$ cat src/rtl/inst_disp_sched_pkg.sv
// rtl/inst_disp_sched_pkg.sv - shared defaults, state encoding and blank character
package inst_disp_sched_pkg;

    localparam int NUM_SRC_DEF = 5;
    localparam int STR_LEN_DEF = 19;

    localparam logic [7:0] BLANK_CHAR = 8'h20;

    typedef enum logic [1:0] {
        ST_IDLE = 2'd0,
        ST_LOAD = 2'd1,
        ST_SEND = 2'd2,
        ST_FIN  = 2'd3
    } state_e;

endpackage

$ cat src/rtl/inst_disp_sched_if.sv
// rtl/inst_disp_sched_if.sv - character stream handshake between scheduler and display sink
// Signals:
//   char_valid  scheduler -> sink  character, row and column are valid
//   char_ready  sink -> scheduler  sink accepts the character this cycle
//   char_data   scheduler -> sink  ASCII character
//   char_row    scheduler -> sink  source index
//   char_col    scheduler -> sink  column within the line
interface inst_disp_sched_if;

    logic       char_valid;
    logic       char_ready;
    logic [7:0] char_data;
    logic [2:0] char_row;
    logic [4:0] char_col;

    modport master (
        output char_valid,
        output char_data,
        output char_row,
        output char_col,
        input  char_ready
    );

    modport slave (
        input  char_valid,
        input  char_data,
        input  char_row,
        input  char_col,
        output char_ready
    );

endinterface

$ cat src/rtl/inst_line_buf.sv
// rtl/inst_line_buf.sv - line buffer with load, blank-fill and byte left-shift
// Ports:
//   clk, rst   clock and synchronous active-high reset
//   load_i     capture a new line (line_i, or all blanks when blank_i)
//   blank_i    fill with blank characters instead of line_i on load
//   shift_i    shift left by one character, zero-filling the LSByte
//   line_i     incoming line, first character in the MSByte
//   msb_o      current first character of the buffer
module inst_line_buf
    import inst_disp_sched_pkg::*;
#(
    parameter int STR_LEN = STR_LEN_DEF
) (
    input  logic                 clk,
    input  logic                 rst,
    input  logic                 load_i,
    input  logic                 blank_i,
    input  logic                 shift_i,
    input  logic [8*STR_LEN-1:0] line_i,
    output logic [7:0]           msb_o
);

    logic [8*STR_LEN-1:0] buf_q;

    // Load takes priority; the controller never asserts both in one cycle.
    always_ff @(posedge clk) begin
        if (rst) begin
            buf_q <= '0;
        end else if (load_i) begin
            buf_q <= blank_i ? {STR_LEN{BLANK_CHAR}} : line_i;
        end else if (shift_i) begin
            buf_q <= {buf_q[8*STR_LEN-9:0], 8'h00};
        end
    end

    assign msb_o = buf_q[8*STR_LEN-1 -: 8];

endmodule

$ cat src/rtl/inst_disp_sched.sv
// rtl/inst_disp_sched.sv - sweeps per-stage instruction words through an external disassembler into a character stream
// Ports:
//   clk, rst    clock and synchronous active-high reset
//   src_code    NUM_SRC packed 32-bit instruction words, source i at [32*i+31:32*i]
//   src_valid   per-source live flag
//   refresh     start one sweep (ignored while busy)
//   dec_code    snapshot word of the current row, to the external disassembler
//   dec_inst    disassembled ASCII line, combinational from dec_code
//   disp        character stream (valid/ready, data, row, column)
//   busy        high whenever a sweep is in progress
//   done        one-cycle pulse when a sweep completes
module inst_disp_sched
    import inst_disp_sched_pkg::*;
#(
    parameter int NUM_SRC = NUM_SRC_DEF,
    parameter int STR_LEN = STR_LEN_DEF
) (
    input  logic                 clk,
    input  logic                 rst,
    input  logic [32*NUM_SRC-1:0] src_code,
    input  logic [NUM_SRC-1:0]   src_valid,
    input  logic                 refresh,
    output logic [31:0]          dec_code,
    input  logic [8*STR_LEN-1:0] dec_inst,
    inst_disp_sched_if.master    disp,
    output logic                 busy,
    output logic                 done
);

    localparam logic [2:0] ROW_LAST = 3'(NUM_SRC - 1);
    localparam logic [4:0] COL_LAST = 5'(STR_LEN - 1);

    state_e                 state_q, state_d;
    logic [2:0]             row_q, row_d;
    logic [4:0]             col_q, col_d;
    logic [32*NUM_SRC-1:0]  snap_code_q, snap_code_d;
    logic [NUM_SRC-1:0]     snap_valid_q, snap_valid_d;

    logic                   accept;
    logic                   row_blank;
    logic [7:0]             line_msb;

    assign accept = (state_q == ST_SEND) && disp.char_ready;

    always_ff @(posedge clk) begin
        if (rst) begin
            state_q      <= ST_IDLE;
            row_q        <= '0;
            col_q        <= '0;
            snap_code_q  <= '0;
            snap_valid_q <= '0;
        end else begin
            state_q      <= state_d;
            row_q        <= row_d;
            col_q        <= col_d;
            snap_code_q  <= snap_code_d;
            snap_valid_q <= snap_valid_d;
        end
    end

    always_comb begin
        state_d      = state_q;
        row_d        = row_q;
        col_d        = col_q;
        snap_code_d  = snap_code_q;
        snap_valid_d = snap_valid_q;
        case (state_q)
            ST_IDLE: begin
                if (refresh) begin
                    snap_code_d  = src_code;
                    snap_valid_d = src_valid;
                    row_d        = '0;
                    state_d      = ST_LOAD;
                end
            end
            ST_LOAD: begin
                col_d   = '0;
                state_d = ST_SEND;
            end
            ST_SEND: begin
                if (accept) begin
                    if (col_q == COL_LAST) begin
                        if (row_q == ROW_LAST) begin
                            state_d = ST_FIN;
                        end else begin
                            row_d   = row_q + 3'd1;
                            state_d = ST_LOAD;
                        end
                    end else begin
                        col_d = col_q + 5'd1;
                    end
                end
            end
            ST_FIN: begin
                state_d = ST_IDLE;
            end
            default: begin
                state_d = ST_IDLE;
            end
        endcase
    end

    // Row select over the snapshot; rows never exceed NUM_SRC-1, so the
    // defaults only matter for unused encodings.
    always_comb begin
        dec_code  = '0;
        row_blank = 1'b1;
        for (int i = 0; i < NUM_SRC; i++) begin
            if (row_q == 3'(i)) begin
                dec_code  = snap_code_q[32*i +: 32];
                row_blank = ~snap_valid_q[i];
            end
        end
    end

    inst_line_buf #(
        .STR_LEN (STR_LEN)
    ) u_line_buf (
        .clk     (clk),
        .rst     (rst),
        .load_i  (state_q == ST_LOAD),
        .blank_i (row_blank),
        .shift_i (accept),
        .line_i  (dec_inst),
        .msb_o   (line_msb)
    );

    assign disp.char_valid = (state_q == ST_SEND);
    assign disp.char_data  = line_msb;
    assign disp.char_row   = row_q;
    assign disp.char_col   = col_q;
    assign busy            = (state_q != ST_IDLE);
    assign done            = (state_q == ST_FIN);

endmodule

$ cat src/flat_wrapper.sv
// flat-port wrapper written by rule: the top's interface ports become plain ports
module inst_disp_sched_flat import inst_disp_sched_pkg::*;
#(
    parameter int NUM_SRC = NUM_SRC_DEF,
    parameter int STR_LEN = STR_LEN_DEF
)
  (clk, rst, src_code, src_valid, refresh, dec_code, dec_inst, busy, done, disp_char_valid, disp_char_data, disp_char_row, disp_char_col, disp_char_ready);
  inst_disp_sched_if disp_i ();
  input  logic clk;
  input  logic rst;
  input  logic [32*NUM_SRC-1:0] src_code;
  input  logic [NUM_SRC-1:0] src_valid;
  input  logic refresh;
  output logic [31:0] dec_code;
  input  logic [8*STR_LEN-1:0] dec_inst;
  output logic busy;
  output logic done;
  output wire logic [$bits(disp_i.char_valid)-1:0] disp_char_valid;
  output wire logic [$bits(disp_i.char_data)-1:0] disp_char_data;
  output wire logic [$bits(disp_i.char_row)-1:0] disp_char_row;
  output wire logic [$bits(disp_i.char_col)-1:0] disp_char_col;
  input wire logic [$bits(disp_i.char_ready)-1:0] disp_char_ready;
  assign disp_char_valid = disp_i.char_valid;
  assign disp_char_data = disp_i.char_data;
  assign disp_char_row = disp_i.char_row;
  assign disp_char_col = disp_i.char_col;
  assign disp_i.char_ready = disp_char_ready;
  inst_disp_sched #(.NUM_SRC(NUM_SRC), .STR_LEN(STR_LEN)) u_core (.clk(clk), .rst(rst), .src_code(src_code), .src_valid(src_valid), .refresh(refresh), .dec_code(dec_code), .dec_inst(dec_inst), .disp(disp_i), .busy(busy), .done(done));
endmodule
$ cat config.mk
export PLATFORM = sky130hd
export DESIGN_NAME = inst_disp_sched_flat
export DESIGN_NICKNAME = d
export VERILOG_FILES = /design/src/rtl/inst_disp_sched_pkg.sv /design/src/rtl/inst_disp_sched_if.sv /design/src/rtl/inst_line_buf.sv /design/src/rtl/inst_disp_sched.sv /design/src/flat_wrapper.sv
export SDC_FILE = /design/constraint.sdc
export NUM_CORES = 1
export LEC_CHECK = 0
export ABC_AREA = 1
export BUFFER_PORTS_ARGS = -buffer_cell sky130_fd_sc_hd__buf_4
export CORE_MARGIN = 2
export CORE_UTILIZATION = 59
export CTS_BUF_LIST = sky130_fd_sc_hd__clkbuf_8
export CTS_CLUSTER_DIAMETER = 80
export DETAILED_ROUTE_END_ITERATION = 8
export PLACE_DENSITY = 0.88
export SLEW_MARGIN = 20
export SYNTH_ARGS = -nofsm -noshare
export SYNTH_HDL_FRONTEND = slang
export SYNTH_SLANG_ARGS = --single-unit
$ cat constraint.sdc
create_clock -name clk -period 4 [get_ports clk]
set_clock_uncertainty 0.05 [all_clocks]
set_input_delay 0.4 -clock clk [delete_from_list [all_inputs] [get_ports clk]]
set_output_delay 0.4 -clock clk [all_outputs]
set_load 0.05 [all_outputs]
# == Word level (Yosys, flattened, before mapping) ==
# Cells that the tools add are included.
# op_classes
add_sub_neg,2
mul,0
n_div,0
order_cmp,0
eq_ne,13
n_shift,0
muxes,26
n_bitwise,5
reduce_logical,11
# ops
operator,count
152-bit 2-to-1 mux,3
32-bit 2-to-1 mux,5
3-bit 2-to-1 mux,4
5-bit 2-to-1 mux,2
5-bit one-hot mux with 2 select lines,1
2-bit 2-to-1 mux,4
2-bit one-hot mux with 4 select lines,1
2-bit nonzero test,4
3-bit by 2-bit equality test with 1-bit output (second input constant),2
2-bit inequality test (second input constant),3
3-bit one-hot mux with 2 select lines,1
3-bit AND reduction,2
5-bit by 1-bit adder with 5-bit output (second input constant),1
5-bit equality test (second input constant),1
1-bit 2-to-1 mux,5
1-bit NOT,5
5-bit AND reduction,1
2-bit equality test (second input constant),2
2-bit by 1-bit inequality test with 1-bit output (second input constant),2
3-bit by 1-bit adder with 3-bit output (second input constant),1
3-bit by 1-bit equality test with 1-bit output (second input constant),1
3-bit equality test (second input constant),1
3-bit logical NOT,1
2-bit by 1-bit equality test with 1-bit output (second input constant),1
other kinds (3),3
# totals
ff_bits,327
latch_bits,0
ramBits,0
romBits,0
out_inout_bits,51
n_memories,0

# == Depth between registers and ports, before layout ==
# depth
depth_word,8
mapped_depth,13
mapped_depth_nobuf,11

# == Cells and area by module ==
# Synthesis repeated with hierarchy kept, for this count alone.
# hier_totals
hier_cells,2471
hier_area_um2,15610.0
# by_module_without_submodules
module,instances,cells_each,area_each_um2
inst_disp_sched,1,1175,7902.6
inst_line_buf,1,1296,7707.4

# == Least setup slack after synthesis ==
# Ideal clock, no wire load.
# synth_timing
path_kind,register to output
from,reg u_core.row_q[0] (netlist: u_core.disp.char_row[0])
to,out dec_code[10]
arrival_time_ps,2620
setup_slack_ps,930
stages_incl_launch_ff,8
n_path_buf,2
path_cell_list,dfxtp_1 > inv_1 > ha_1 > nand2_1 > clkbuf_1 > clkbuf_1 > nor2_1 > a31oi_1
# synth_via
elab_chain_len,6
elab_cells_between_ends,10
# synth_lines
item,line,source
"start, declared",inst_disp_sched.sv:34,"logic [2:0] row_q, row_d;"
"start signal, assigned",inst_disp_sched.sv:54,row_q <= row_d;
3-bit logical NOT,inst_disp_sched.sv:109,if (row_q == 3'(i)) begin
32-bit 2-to-1 mux (4 in series),inst_disp_sched.sv:109,
32-bit 2-to-1 mux *,inst_disp_sched.sv:109,
"end, declared",flat_wrapper.sv:14,output logic [31:0] dec_code;
# Mark *: on every way between the ends. The rest lies on a longest branch, timed or not.

# == Worst setup path after layout ==
# layout_timing
from,reg u_core.row_q[0] (netlist: u_core.disp.char_row[0])
to,out dec_code[9]
# Same word-level chain as after synthesis.

==> run_results.csv <==
group,metric,value,unit
setup_path,worstReg2RegStart,"u_core.disp.char_row[0]",
yosys,yosys.cell_types.count,29,
power_and_ir_drop,p_leak,8.13,nW
sta,finalCriticalPeriod,3.66,ns
detailed_routing,first_iter_violations,2230,
setup_path,crit_required,3.55,ns
power_and_ir_drop,power.density,595,nW/um^2
sta,rsz0062_at_grt,"false",
placement,gp_congestion,0.992,
sta,worst_pin_slew,1.04,ns
setup_path,crit_family,"buffers and inverters",
global_routing,gr-total-overflow,0,
detailed_routing,ant_nets,0,
yosys,syn_area_per_cell,7.59,um^2
yosys,seq_area_frac_synth,46.0,%
detailed_routing,routedWlPerCell,20.0,um
setup_path,end_kind,"output pin",
finish,fin_nets,2555,
yosys,synthCells,1874,
detailed_routing,wirelength,51.8,mm
flow_run,maxCapViolations,0,
setup_path,regToRegSetupSlack,0.96,ns
floorplan,die_w,159,um
clock_tree,cts_root_buf,"clkbuf_8",
sta,finalSetupViolations,0,
sta,clock.fmax,273,MHz
power_and_ir_drop,fin_total_pwr,11.1,mW
power_and_ir_drop,ir_worst_vdd,0.647,mV
hold_path,hold_depth,3,
setup_path,start_kind,"register",
floorplan,rows,56,
finish,ff_latch_area,6550,um^2
setup_path,cp_slowest_cell,"nor2_2",
yosys,synth_area,14200,um^2
hold_path,hold_class,"input port to register",
yosys,ys.flop_type,"dfxtp_1",
detailed_routing,vias_per_cell,6.20,
hold_path,worstHoldStart,"src_code[127]",
clock_tree,clock_latency,0.58,ns
floorplan,core_area,23500,um^2
global_routing,use_met2,66.3,%
placement,numPortBuffers,371,
setup_path,slowest_delay,0.49,ns
yosys,synth_nets,2202,
clock_tree,clockBufferDepth,3,
sta,slew_headroom,30.6,%
detailed_routing,route.detailed.drc,0,
detailed_routing,drtPass1Iterations,7,
clock_tree,post_cts_buffers,0,
hold_path,hold_path_end,"u_core.snap_code_q[127]",
clock_tree,path_clk_slew,0.06,ns
global_routing,grt_max_degree,127,
floorplan,start_util,60.4,%
yosys,synth_warnings,0,
finish,design_area,18700,um^2
clock_tree,cts_tree,"built",
setup_path,worstPathCellList,"inv_1 > ha_1 > inv_1 > nor2_2 > buf_4 > nand3_1 > nand3_1 > o211ai_1 > a31oi_1 > buf_4",
detailed_routing,num_vias,16000,
setup_path,path_buf_inv,4,
floorplan,die-area,25400,um^2
global_routing,busiest_layer,"met2",
setup_path,setup.worst_path.class,"register to output pin",
sta,setup_slack,0.336,ns
placement,dpl.hpwl,31.3,mm
global_routing,grt_pass1_wl,80.5,mm
floorplan,io_pins,372,
finish,area_growth,31.5,%
floorplan,fp.dieH,159,um
setup_path,worstReg2RegEnd,"u_core.u_line_buf.buf_q[138]",
setup_path,cp_max_fo,18,
sta,tns,0,ns
yosys,synth_edf_count,0,
run_status,status,"completed",
placement,dp_slack,1.06,ns
setup_path,r2r_cells,11,
global_routing,grt_pass1_vias,15500,
yosys,ys_seq_elements,327,
sta,finalCritPeriodShare,91.6,%
sta,final-hold-violation-count,0,
sta,fin_hold_ws,0.0102,ns
finish,drive_above_1_share,21.2,%
global_routing,met1_usage,43.4,%
global_routing,antenna_found_initial,7,
clock_tree,htreeDepth,2,
global_routing,track_usage,38.8,%
clock_tree,numCtsBuffers,52,
finish,multi_input_area,6520,um^2
clock_tree,clock-sinks,327,
yosys,synthArstFlopShare,0,%
finish,fillers,1571,
global_routing,use_met3,8.44,%
setup_path,critical_path_arrival,3.21,ns
placement,place_area,16800,um^2
sta,drv_slew,0,
## worst reg2reg max path, delay by kind of cell, from the launching register on
kind | cells | cell delay [ns]
fa+ha+maj | 1 | 0.23
buf+inv | 3 | 0.71
compound gates | 1 | 0.17
flops | 1 | 0.34
simple gates | 6 | 1.46
## stage by stage
stage	cells	util, %
finish	2587	79.5
detailed placement	2396	71.2
global placement	2396	71.2
CTS	2579	79.4
floorplan	1874	-
global route	2585	79.4
## worst max-delay path by stage
| stage | start | to | slack (ns) | cells after the start |
|---|---|---|---|---|
| floorplan | u_core.disp.char_row[0] | dec_code[10] | 0.93 | 7 |
| global placement | u_core.disp.char_row[0] | u_core.u_line_buf.buf_q[8] | 1.16 | 11 |
| detailed placement | u_core.disp.char_row[0] | u_core.u_line_buf.buf_q[9] | 1.06 | 11 |
| CTS | u_core.disp.char_row[0] | dec_code[7] | 0.51 | 10 |
| global route | u_core.disp.char_row[0] | dec_code[9] | 0.22 | 10 |
| finish | u_core.disp.char_row[0] | dec_code[9] | 0.34 | 10 |
## flip-flops by register name (all words and copies together) (netlist names)
register	cells
u_core.snap_code_q	160
u_core.state_q	2
u_core.disp.char_col	5
u_core.snap_valid_q	5
u_core.disp.char_row	3
u_core.u_line_buf.buf_q	152
## cell families (layout without fill, tap and decap cells)
kind of cell / Yosys count / in the layout / synth area share [%]
AND/OR/NAND/NOR: 741 / 741 / 22.1
buffers and inverters: 264 / 650 / 8.36
other: 0 / 8 / 0
XOR/XNOR: 1 / 1 / 0.0616
flip-flops: 327 / 327 / 46.0
adder cells (fa/ha/maj): 7 / 7 / 0.616
AO/OA/AOI/OAI: 534 / 534 / 22.9
## cell usage after synthesis, types with 4 or more instances
| cell type | number | area (um^2) |
|---|---|---|
| nand3_1 | 214 | 1070 |
| nand4_1 | 23 | 144 |
| buf_4 | 25 | 188 |
| buf_1 | 12 | 45.0 |
| a31oi_1 | 33 | 206 |
| buf_2 | 72 | 360 |
| inv_1 | 63 | 236 |
| nand2_2 | 4 | 25.0 |
| clkbuf_1 | 80 | 300 |
| o21ai_1 | 56 | 280 |
| dfxtp_1 | 327 | 6550 |
| o22ai_1 | 9 | 56.3 |
| o21ai_0 | 132 | 661 |
| o211ai_1 | 33 | 248 |
| nor2_1 | 380 | 1430 |
| nand2_1 | 112 | 420 |
| inv_2 | 9 | 33.8 |
| ha_1 | 7 | 87.6 |
| o221ai_1 | 119 | 1040 |
| a21oi_1 | 151 | 756 |
## final cells by class
type	instances	share of cell area [%]
clock buffers	63	4.64
clock inverters	24	0.508
well taps	319	2.13
repair buffers	490	21.2
flip-flops and latches	327	35.0
inverters	73	1.53
multi-input cells	1283	34.9
diodes	8	0.107
## power breakdown
group	total [mW]	leakage, nW	switching, mW	internal [mW]
sequential	4.24	2.70	0.387	3.85
clock	2.69	0.580	1.28	1.40
combinational	4.20	4.86	2.87	1.33
## per-layer routing
metal  up-vias  wire [um]
li1       7258          -
met1      7461      18200
met2      1072      24600
met3       243       5130
met4         0       3970
met5         -          0
## timing repair
item                      in CTS  in global routing
hold endpoints to repair      96                  0
gates resized for setup        0                  0
hold buffers                  96                  0
## placed cells by master (no fill, tap or decap), types with 7 or more instances in the layout
cell,n
o21ai_1,56
o21ai_0,132
clkbuf_8,63
o221ai_1,119
inv_2,7
nand4_1,23
ha_1,7
inv_1,85
o22ai_1,9
a31oi_1,33
buf_4,390
nand3_1,214
o211ai_1,33
nand2_1,110
dfxtp_1,327
dlygate4sd3_1,96
a21oi_1,151
diode_2,8
nor2_1,379
Note: power is estimated with default switching activity, not from simulation.
